`src/rtl/axis_vip_pkg.sv`:
```
// Shared types and helpers for the AXI-Stream sink monitor.
//   ready_mode_e   : backpressure pattern selector driven on ready_mode
//   LFSR_TAPS      : feedback mask for the 16-bit Fibonacci LFSR (taps 16,14,13,11)
//   count_words    : number of set bits in a keep vector (up to MAX_WORDS)
//   keep_is_prefix : keep is non-zero and contiguous from bit 0
package axis_vip_pkg;

  typedef enum logic [1:0] {
    READY_ALWAYS   = 2'd0,
    READY_RANDOM   = 2'd1,
    READY_PERIODIC = 2'd2,
    READY_HOLD     = 2'd3
  } ready_mode_e;

  // Bits 15,13,12,10 in zero-based indexing.
  localparam logic [15:0] LFSR_TAPS = 16'hB400;

  // Widest keep vector the helpers handle; callers zero-extend to this.
  localparam int MAX_WORDS = 32;

  function automatic logic [31:0] count_words(input logic [MAX_WORDS-1:0] keep);
    logic [31:0] n;
    n = '0;
    for (int i = 0; i < MAX_WORDS; i++) begin
      n = n + 32'(keep[i]);
    end
    return n;
  endfunction

  // A prefix mask 0..01..1 has no carry into a set bit when incremented.
  function automatic logic keep_is_prefix(input logic [MAX_WORDS-1:0] keep);
    return (keep != '0) && ((keep & (keep + 32'd1)) == '0);
  endfunction

endpackage

```
`src/rtl/axis_lfsr.sv`:
```
// 16-bit Fibonacci LFSR used as the random source for the ready generator.
//   clk   : clock, rising edge
//   rstn  : synchronous active-low reset, loads SEED (0 is replaced by 1)
//   en    : advance one step this cycle
//   value : low OUT_W bits of the current LFSR state
module axis_lfsr
  import axis_vip_pkg::*;
#(
  parameter logic [15:0] SEED  = 16'hACE1,
  parameter int          OUT_W = 16
) (
  input  logic             clk,
  input  logic             rstn,
  input  logic             en,
  output logic [OUT_W-1:0] value
);

  // An all-zero state would lock the LFSR up forever.
  localparam logic [15:0] SEED_EFF = (SEED == 16'd0) ? 16'd1 : SEED;

  logic [15:0] state;
  logic        feedback;

  assign feedback = ^(state & LFSR_TAPS);
  assign value    = state[OUT_W-1:0];

  // NOTE: sequential state uses non-blocking assignments so every flop
  // samples pre-edge values, independent of statement order.
  always_ff @(posedge clk) begin
    if (!rstn) begin
      state <= SEED_EFF;
    end else if (en) begin
      state <= {state[14:0], feedback};
    end
  end

endmodule

```
`src/rtl/axis_sink_mon.sv`:
```
// AXI-Stream sink with programmable backpressure and a protocol monitor.
//   clk, rstn      : clock (rising edge) and synchronous active-low reset
//   ready_mode     : 0 always ready, 1 random, 2 periodic, 3 hold-off
//   clear          : one-cycle pulse, zeroes pkt_count and sticky errors
//   m_valid/m_last : upstream beat valid / last beat of packet
//   m_keep, m_data : per-word valid mask and packed beat payload
//   m_ready        : registered backpressure toward upstream
//   pkt_done       : one-cycle pulse after a last beat is accepted
//   pkt_count      : completed packets (wraps)
//   last_pkt_words : kept-word count of the most recent packet
//   err_stable     : payload changed while stalled (sticky)
//   err_valid_drop : valid dropped while stalled (sticky)
//   err_keep       : accepted beat with zero or non-prefix keep (sticky)
module axis_sink_mon
  import axis_vip_pkg::*;
#(
  parameter  int          WORD_W         = 8,
  parameter  int          BUS_W          = 32,
  parameter  int          PROB_READY     = 20,
  parameter  int          PERIOD         = 4,
  parameter  logic [15:0] SEED           = 16'hACE1,
  localparam int          WORDS_PER_BEAT = BUS_W / WORD_W
) (
  input  logic                                   clk,
  input  logic                                   rstn,
  input  logic [1:0]                             ready_mode,
  input  logic                                   clear,
  input  logic                                   m_valid,
  input  logic                                   m_last,
  input  logic [WORDS_PER_BEAT-1:0]              m_keep,
  input  logic [WORDS_PER_BEAT-1:0][WORD_W-1:0]  m_data,
  output logic                                   m_ready,
  output logic                                   pkt_done,
  output logic [31:0]                            pkt_count,
  output logic [31:0]                            last_pkt_words,
  output logic                                   err_stable,
  output logic                                   err_valid_drop,
  output logic                                   err_keep
);

  // 7 random bits against a 0..128 threshold: 100% gives 128 (always true),
  // 0% gives 0 (never true).
  localparam int          THRESH   = (PROB_READY * 128) / 100;
  localparam logic [7:0]  THRESH_V = 8'(THRESH);

  localparam int                 CNT_W    = (PERIOD > 1) ? $clog2(PERIOD) : 1;
  localparam logic [CNT_W-1:0]   CNT_LAST = CNT_W'(PERIOD - 1);

  ready_mode_e       mode;
  logic [6:0]        rnd;
  logic [CNT_W-1:0]  per_cnt;
  logic              ready_next;

  logic              accept;
  logic              accept_last;
  logic [31:0]       beat_words;
  logic [31:0]       run_words;

  logic                                  stall_q;
  logic                                  last_q;
  logic [WORDS_PER_BEAT-1:0]             keep_q;
  logic [WORDS_PER_BEAT-1:0][WORD_W-1:0] data_q;

  logic              det_stable;
  logic              det_valid_drop;
  logic              det_keep;

  assign mode = ready_mode_e'(ready_mode);

  axis_lfsr #(
    .SEED  (SEED),
    .OUT_W (7)
  ) u_lfsr (
    .clk   (clk),
    .rstn  (rstn),
    .en    (mode == READY_RANDOM),
    .value (rnd)
  );

  // NOTE: every output of a combinational block gets a default first, so no
  // path through the case can leave it unassigned and infer a latch.
  always_comb begin
    ready_next = 1'b0;
    unique case (mode)
      READY_ALWAYS:   ready_next = 1'b1;
      READY_RANDOM:   ready_next = ({1'b0, rnd} < THRESH_V);
      READY_PERIODIC: ready_next = (per_cnt == '0);
      READY_HOLD:     ready_next = 1'b0;
      default:        ready_next = 1'b0;
    endcase
  end

  assign accept      = m_valid && m_ready;
  assign accept_last = accept && m_last;
  assign beat_words  = count_words(MAX_WORDS'(m_keep));

  // A stall in the previous cycle obliges upstream to hold valid and payload.
  assign det_valid_drop = stall_q && !m_valid;
  assign det_stable     = stall_q && ((m_data != data_q) || (m_keep != keep_q) ||
                                      (m_last != last_q));
  assign det_keep       = accept && !keep_is_prefix(MAX_WORDS'(m_keep));

  always_ff @(posedge clk) begin
    if (!rstn) begin
      m_ready        <= 1'b0;
      per_cnt        <= '0;
      pkt_done       <= 1'b0;
      pkt_count      <= '0;
      last_pkt_words <= '0;
      run_words      <= '0;
      stall_q        <= 1'b0;
      err_stable     <= 1'b0;
      err_valid_drop <= 1'b0;
      err_keep       <= 1'b0;
    end else begin
      m_ready  <= ready_next;
      per_cnt  <= (per_cnt == CNT_LAST) ? '0 : per_cnt + 1'b1;
      pkt_done <= accept_last;
      stall_q  <= m_valid && !m_ready;

      if (accept) begin
        if (m_last) begin
          last_pkt_words <= run_words + beat_words;
          run_words      <= '0;
        end else begin
          run_words <= run_words + beat_words;
        end
      end

      // A last beat accepted alongside clear counts as the first new packet.
      if (clear) begin
        pkt_count <= accept_last ? 32'd1 : 32'd0;
      end else if (accept_last) begin
        pkt_count <= pkt_count + 32'd1;
      end

      err_stable     <= (err_stable     && !clear) || det_stable;
      err_valid_drop <= (err_valid_drop && !clear) || det_valid_drop;
      err_keep       <= (err_keep       && !clear) || det_keep;
    end
  end

  // NOTE: the payload history is left out of reset on purpose; it is only
  // looked at when stall_q is set, and stall_q itself is reset.
  always_ff @(posedge clk) begin
    data_q <= m_data;
    keep_q <= m_keep;
    last_q <= m_last;
  end

endmodule

```
`config.mk`:
```
export PLATFORM = sky130hd
export DESIGN_NAME = axis_sink_mon
export DESIGN_NICKNAME = d
export VERILOG_FILES = /design/src/rtl/axis_vip_pkg.sv /design/src/rtl/axis_lfsr.sv /design/src/rtl/axis_sink_mon.sv
export SDC_FILE = /design/constraint.sdc
export NUM_CORES = 1
export LEC_CHECK = 0
export CAP_MARGIN = 40
export CELL_PAD_IN_SITES_DETAIL_PLACEMENT = 0
export CELL_PAD_IN_SITES_GLOBAL_PLACEMENT = 1
export CORE_AREA = 2 2 122 136
export CTS_CLUSTER_SIZE = 24
export DETAILED_ROUTE_END_ITERATION = 10
export DIE_AREA = 0 0 124 138
export PLACE_DENSITY = 0.87
export SETUP_SLACK_MARGIN = 0.2
export SLEW_MARGIN = 20
export SYNTH_ARGS = -nofsm -noshare
export SYNTH_HDL_FRONTEND = slang
export SYNTH_SLANG_ARGS = --single-unit
```
`constraint.sdc`:
```
create_clock -name clk -period 9.25 [get_ports clk]
set_input_delay 0.925 -clock clk [delete_from_list [all_inputs] [get_ports clk]]
set_output_delay 0.925 -clock clk [all_outputs]
set_load 0.05 [all_outputs]
```
==> impl_metrics.env <==
export IMPL_grt_pass1_wl_um=25100
export IMPL_cts_htree_levels=4
export IMPL_cpMaxStageDelayCell="sky130_fd_sc_hd__fa_1"
export IMPL_postRouteAntennaNets=0
export IMPL_drt_drc_violations_left=0
export IMPL_tightest_hold_check_type="flip-flop to flip-flop"
export IMPL_die_area_mm2=0.01711
export IMPL_via_count=5606
export IMPL_final_fill_count=1490
export IMPL_grt_max_degree=43
export IMPL_crit_family="adder cells"
export IMPL_dr_pass1_iters=5
export IMPL_synth_area_leader_cell="sky130_fd_sc_hd__dfxtp_1"
export IMPL_clock_insertion_delay_worst_skew_ps=430
export IMPL_grt_pass1_vias=5126
export IMPL_global_router_s_overall_resource_usage=0.1833
export IMPL_clock_sink_count=157
export IMPL_place_port_buffers=111
export IMPL_totalNegativeSetupSlack_ps=0
export IMPL_initial_core_util=0.4194
export IMPL_timing_max_transition_violations_final=0
export IMPL_critical_path_endpoint_type="flip-flop"
export IMPL_post_synth_cell_area_avg_um2=8.843
export IMPL_drt_iter0_drc=328
export IMPL_synth_compound_gate_area_share=0.1329
export IMPL_area_delta_synth_final_pct=28.64
export IMPL_layout_nets=907
export IMPL_finalWirelength_um=15470
export IMPL_synth_fp_nets=809
export IMPL_tritoncts="done"
export IMPL_gp_congestion=0.7883
export IMPL_post_cts_hold_buffer_count=0
export IMPL_yosys_warnings=0
export IMPL_worst_ir_drop_vdd_v=0.0001373
export IMPL_syn_instance_count=756
export IMPL_tritoncts_buffer_count=17
export IMPL_clk_root_buffer_cell="sky130_fd_sc_hd__clkbuf_16"
export IMPL_timing_setup_critical_path_class="input port to flip-flop"
export IMPL_postCtsSetupBuffers=0
export IMPL_dominantRegCellSynth="sky130_fd_sc_hd__dfxtp_1"
export IMPL_postSynthRegisterBits=157
export IMPL_setup_viol_count_final=0
export IMPL_cp_cell_sequence="clkdlybuf4s50_1 > fa_1 > inv_1 > fa_1 > inv_1 > fa_1 > nand3_1 > nor4_2 > buf_4 > nand4_1 > or3_1 > a31oi_1"
export IMPL_timing_critical_path_required_ps=9600
export IMPL_place_detailed_hpwl_um=10440
export IMPL_critical_path_buf_inv_count=4
export IMPL_static_leakage_power_uw=0.002879
export IMPL_r2r_start="run_words[0]"
export IMPL_globalRouteOverflowTotal=0
export IMPL_num_antenna_cells=0
export IMPL_synth_top_family_by_area="simple AND/OR/NAND/NOR gates"
export IMPL_initial_antenna_violation_count=0
export IMPL_max_freq_mhz=249.0
export IMPL_pre_cts_slack_ps=4818
export IMPL_deepest_clock_path_buffer_count=2
export IMPL_fin_crit_ps=4016
export IMPL_slew_headroom=0.5302
export IMPL_synth_fa_ha_area_frac=0.02208
export IMPL_worst_slew_pin_transition_ps=702.2
export IMPL_layout_setup_ws_ps=5234
export IMPL_clk_transition_reported_paths_ps=70
export IMPL_crit_arrival_ps=4370
export IMPL_synthSimpleGateAreaFrac=0.2175
export IMPL_synth_yosys_seq_area_share=0.4701
export IMPL_worstHoldStart="u_lfsr.state[3]"
export IMPL_finalHoldViolations=0
export IMPL_worst_path_most_repeated_cell="sky130_fd_sc_hd__fa_1"
export IMPL_synthXorXnorAreaFrac=0.1232
export IMPL_final_layout_size_suffix_gt1_frac=0.05536
export IMPL_count_of_unique_library_cells_instantiated_by_yosys=50
export IMPL_routedWlPerCell_um=14.45
export IMPL_critical_path_peak_fanout=20
export IMPL_post_cts_resized=0
export IMPL_asyncSetResetFlopFracSynth=0
export IMPL_finish_utilization=0.5395
export IMPL_rsz0062_at_grt="false"
export IMPL_whs_ps=455.2
export IMPL_muxShareOfSynthArea=0
export IMPL_chipHeight_um=138
export IMPL_launching_element_of_the_worst_setup_path="m_keep[0]"
export IMPL_die_width_um=124
export IMPL_power_density_mw_per_mm2=181.0
export IMPL_fin_skew_ps=10.53
export IMPL_post_synth_top_area_fraction=0.4701
export IMPL_coreArea_mm2=0.01594
export IMPL_maxCapViolations=0
export IMPL_layout_worst_path_cycle_share=0.4342
export IMPL_number_of_ports_placed_on_the_die_boundary=112
export IMPL_critPathLaunchType="input port"
export IMPL_num_rows=49
export IMPL_via_per_inst=5.234
export IMPL_number_of_synthesized_flops_with_an_enable_pin=0
export IMPL_synth_area_mm2=0.006685
export IMPL_run_status="finished clean"
export IMPL_netlist_top_cells_area="sky130_fd_sc_hd__dfxtp_1, sky130_fd_sc_hd__xnor2_1, sky130_fd_sc_hd__a21oi_1"
export IMPL_slowest_delay_ps=580
==> metrics by stage <==
stage	instance area [um2]	power [uW]	cells
floorplan	6685	794.0	756
global placement	7945	842.2	1036
detailed placement	7983	844.7	1039
CTS	8600	1571	1071
global route	8600	1612	1071
finish	8600	1557	1071
==> synthesized netlist by cell type, types with 10 or more instances <==
| library cell | count |
|---|---|
| sky130_fd_sc_hd__dfxtp_1 | 157 |
| sky130_fd_sc_hd__nand2_1 | 73 |
| sky130_fd_sc_hd__xnor2_1 | 65 |
| sky130_fd_sc_hd__a21oi_1 | 55 |
| sky130_fd_sc_hd__nor2_1 | 55 |
| sky130_fd_sc_hd__o21ai_0 | 48 |
| sky130_fd_sc_hd__clkbuf_1 | 31 |
| sky130_fd_sc_hd__nand4_1 | 29 |
| sky130_fd_sc_hd__xor2_1 | 29 |
| sky130_fd_sc_hd__nand3_1 | 27 |
| sky130_fd_sc_hd__or3_1 | 25 |
| sky130_fd_sc_hd__nor3_1 | 19 |
| sky130_fd_sc_hd__a31oi_1 | 16 |
| sky130_fd_sc_hd__inv_1 | 16 |
| sky130_fd_sc_hd__nor4_1 | 16 |
| sky130_fd_sc_hd__a211oi_1 | 12 |
| sky130_fd_sc_hd__and3_1 | 10 |
==> power breakdown <==
part	internal (uW)	leakage, uW	switching [uW]
Combinational	53.2	0.00130	68.6
Clock	442	0.000291	286
Sequential	696	0.00128	10.7
Total	1190	0.00288	365
==> worst min-delay path, cell delays in order (launching register included) <==
cell and delay, ps:
sky130_fd_sc_hd__dfxtp_1 320, sky130_fd_sc_hd__nand2_1 50, sky130_fd_sc_hd__a21oi_1 50
==> cell families (layout without fill, tap and decap cells) <==
logic type	count (synthesis)	in the layout
AOI/OAI and AO/OA	153	153
xor gates and xnor gates	94	94
buffers and inverters	58	169
adders and majority gates	10	10
and+or+nand+nor	284	284
DFF	157	157
==> state kept, by name, indices dropped and copies added, names as in the netlist <==
register / count
err_stable: 1
stall_q: 1
last_q: 1
err_valid_drop: 1
m_ready: 1
run_words: 32
u_lfsr.state: 16
last_pkt_words: 32
err_keep: 1
data_q: 32
per_cnt: 2
pkt_count: 32
pkt_done: 1
keep_q: 4
==> final cells by class <==
cell class	instances	area [um2]	area share
inverter	17	63.81	0.007420
clock inverter	11	156.4	0.01819
timing repair buffer	120	1194	0.1388
tap	204	255.2	0.02968
multi-input combinational	541	3327	0.3869
sequential	157	3143	0.3655
clock buffer	21	460.4	0.05354
==> path summary, 6_finish.rpt <==
path                           to  slack (ps)  depth (start not counted)
setup / recovery    run_words[20]        5230                         12
setup reg to reg    run_words[20]        6490                         10
hold / removal    u_lfsr.state[4]         460                          2
hold reg to reg   u_lfsr.state[4]         460                          2
==> per-layer routing <==
| layer | part of all wire | up-vias | routed length (um) | global-route usage |
|---|---|---|---|---|
| li1 | - | 2874 | - | - |
| met1 | 0.48 | 2601 | 7448 | 0.2394 |
| met2 | 0.46 | 118 | 7109 | 0.2970 |
| met3 | 0.049 | 13 | 762 | 0.04538 |
| met4 | 0.0099 | 0 | 153 | 0.05677 |
| met5 | 0 | - | 0 | 0 |
==> cells in the final DEF (no fill, tap or decap), types with 3 or more instances in the layout <==
cell | synthesis | routed
sky130_fd_sc_hd__dfxtp_1 | 157 | 157
sky130_fd_sc_hd__clkdlybuf4s50_1 | 0 | 111
sky130_fd_sc_hd__nand2_1 | 73 | 73
sky130_fd_sc_hd__xnor2_1 | 65 | 65
sky130_fd_sc_hd__a21oi_1 | 55 | 55
sky130_fd_sc_hd__nor2_1 | 55 | 54
sky130_fd_sc_hd__o21ai_0 | 48 | 48
sky130_fd_sc_hd__nand4_1 | 29 | 29
sky130_fd_sc_hd__xor2_1 | 29 | 29
sky130_fd_sc_hd__nand3_1 | 27 | 27
sky130_fd_sc_hd__or3_1 | 25 | 25
sky130_fd_sc_hd__nor3_1 | 19 | 19
sky130_fd_sc_hd__clkbuf_16 | 0 | 17
sky130_fd_sc_hd__inv_1 | 16 | 16
sky130_fd_sc_hd__a31oi_1 | 16 | 16
sky130_fd_sc_hd__nor4_1 | 16 | 15
sky130_fd_sc_hd__a211oi_1 | 12 | 12
sky130_fd_sc_hd__and3_1 | 10 | 10
sky130_fd_sc_hd__ha_1 | 7 | 7
sky130_fd_sc_hd__buf_4 | 0 | 7
sky130_fd_sc_hd__and2_1 | 6 | 6
sky130_fd_sc_hd__and4_1 | 5 | 5
sky130_fd_sc_hd__nor2b_1 | 4 | 4
sky130_fd_sc_hd__o211ai_1 | 4 | 4
sky130_fd_sc_hd__a41oi_1 | 4 | 4
sky130_fd_sc_hd__or4_1 | 4 | 4
sky130_fd_sc_hd__fa_1 | 3 | 3
sky130_fd_sc_hd__inv_6 | 0 | 3
sky130_fd_sc_hd__clkinvlp_4 | 0 | 3
sky130_fd_sc_hd__bufinv_16 | 0 | 3
(Power assumes the default switching activity.)
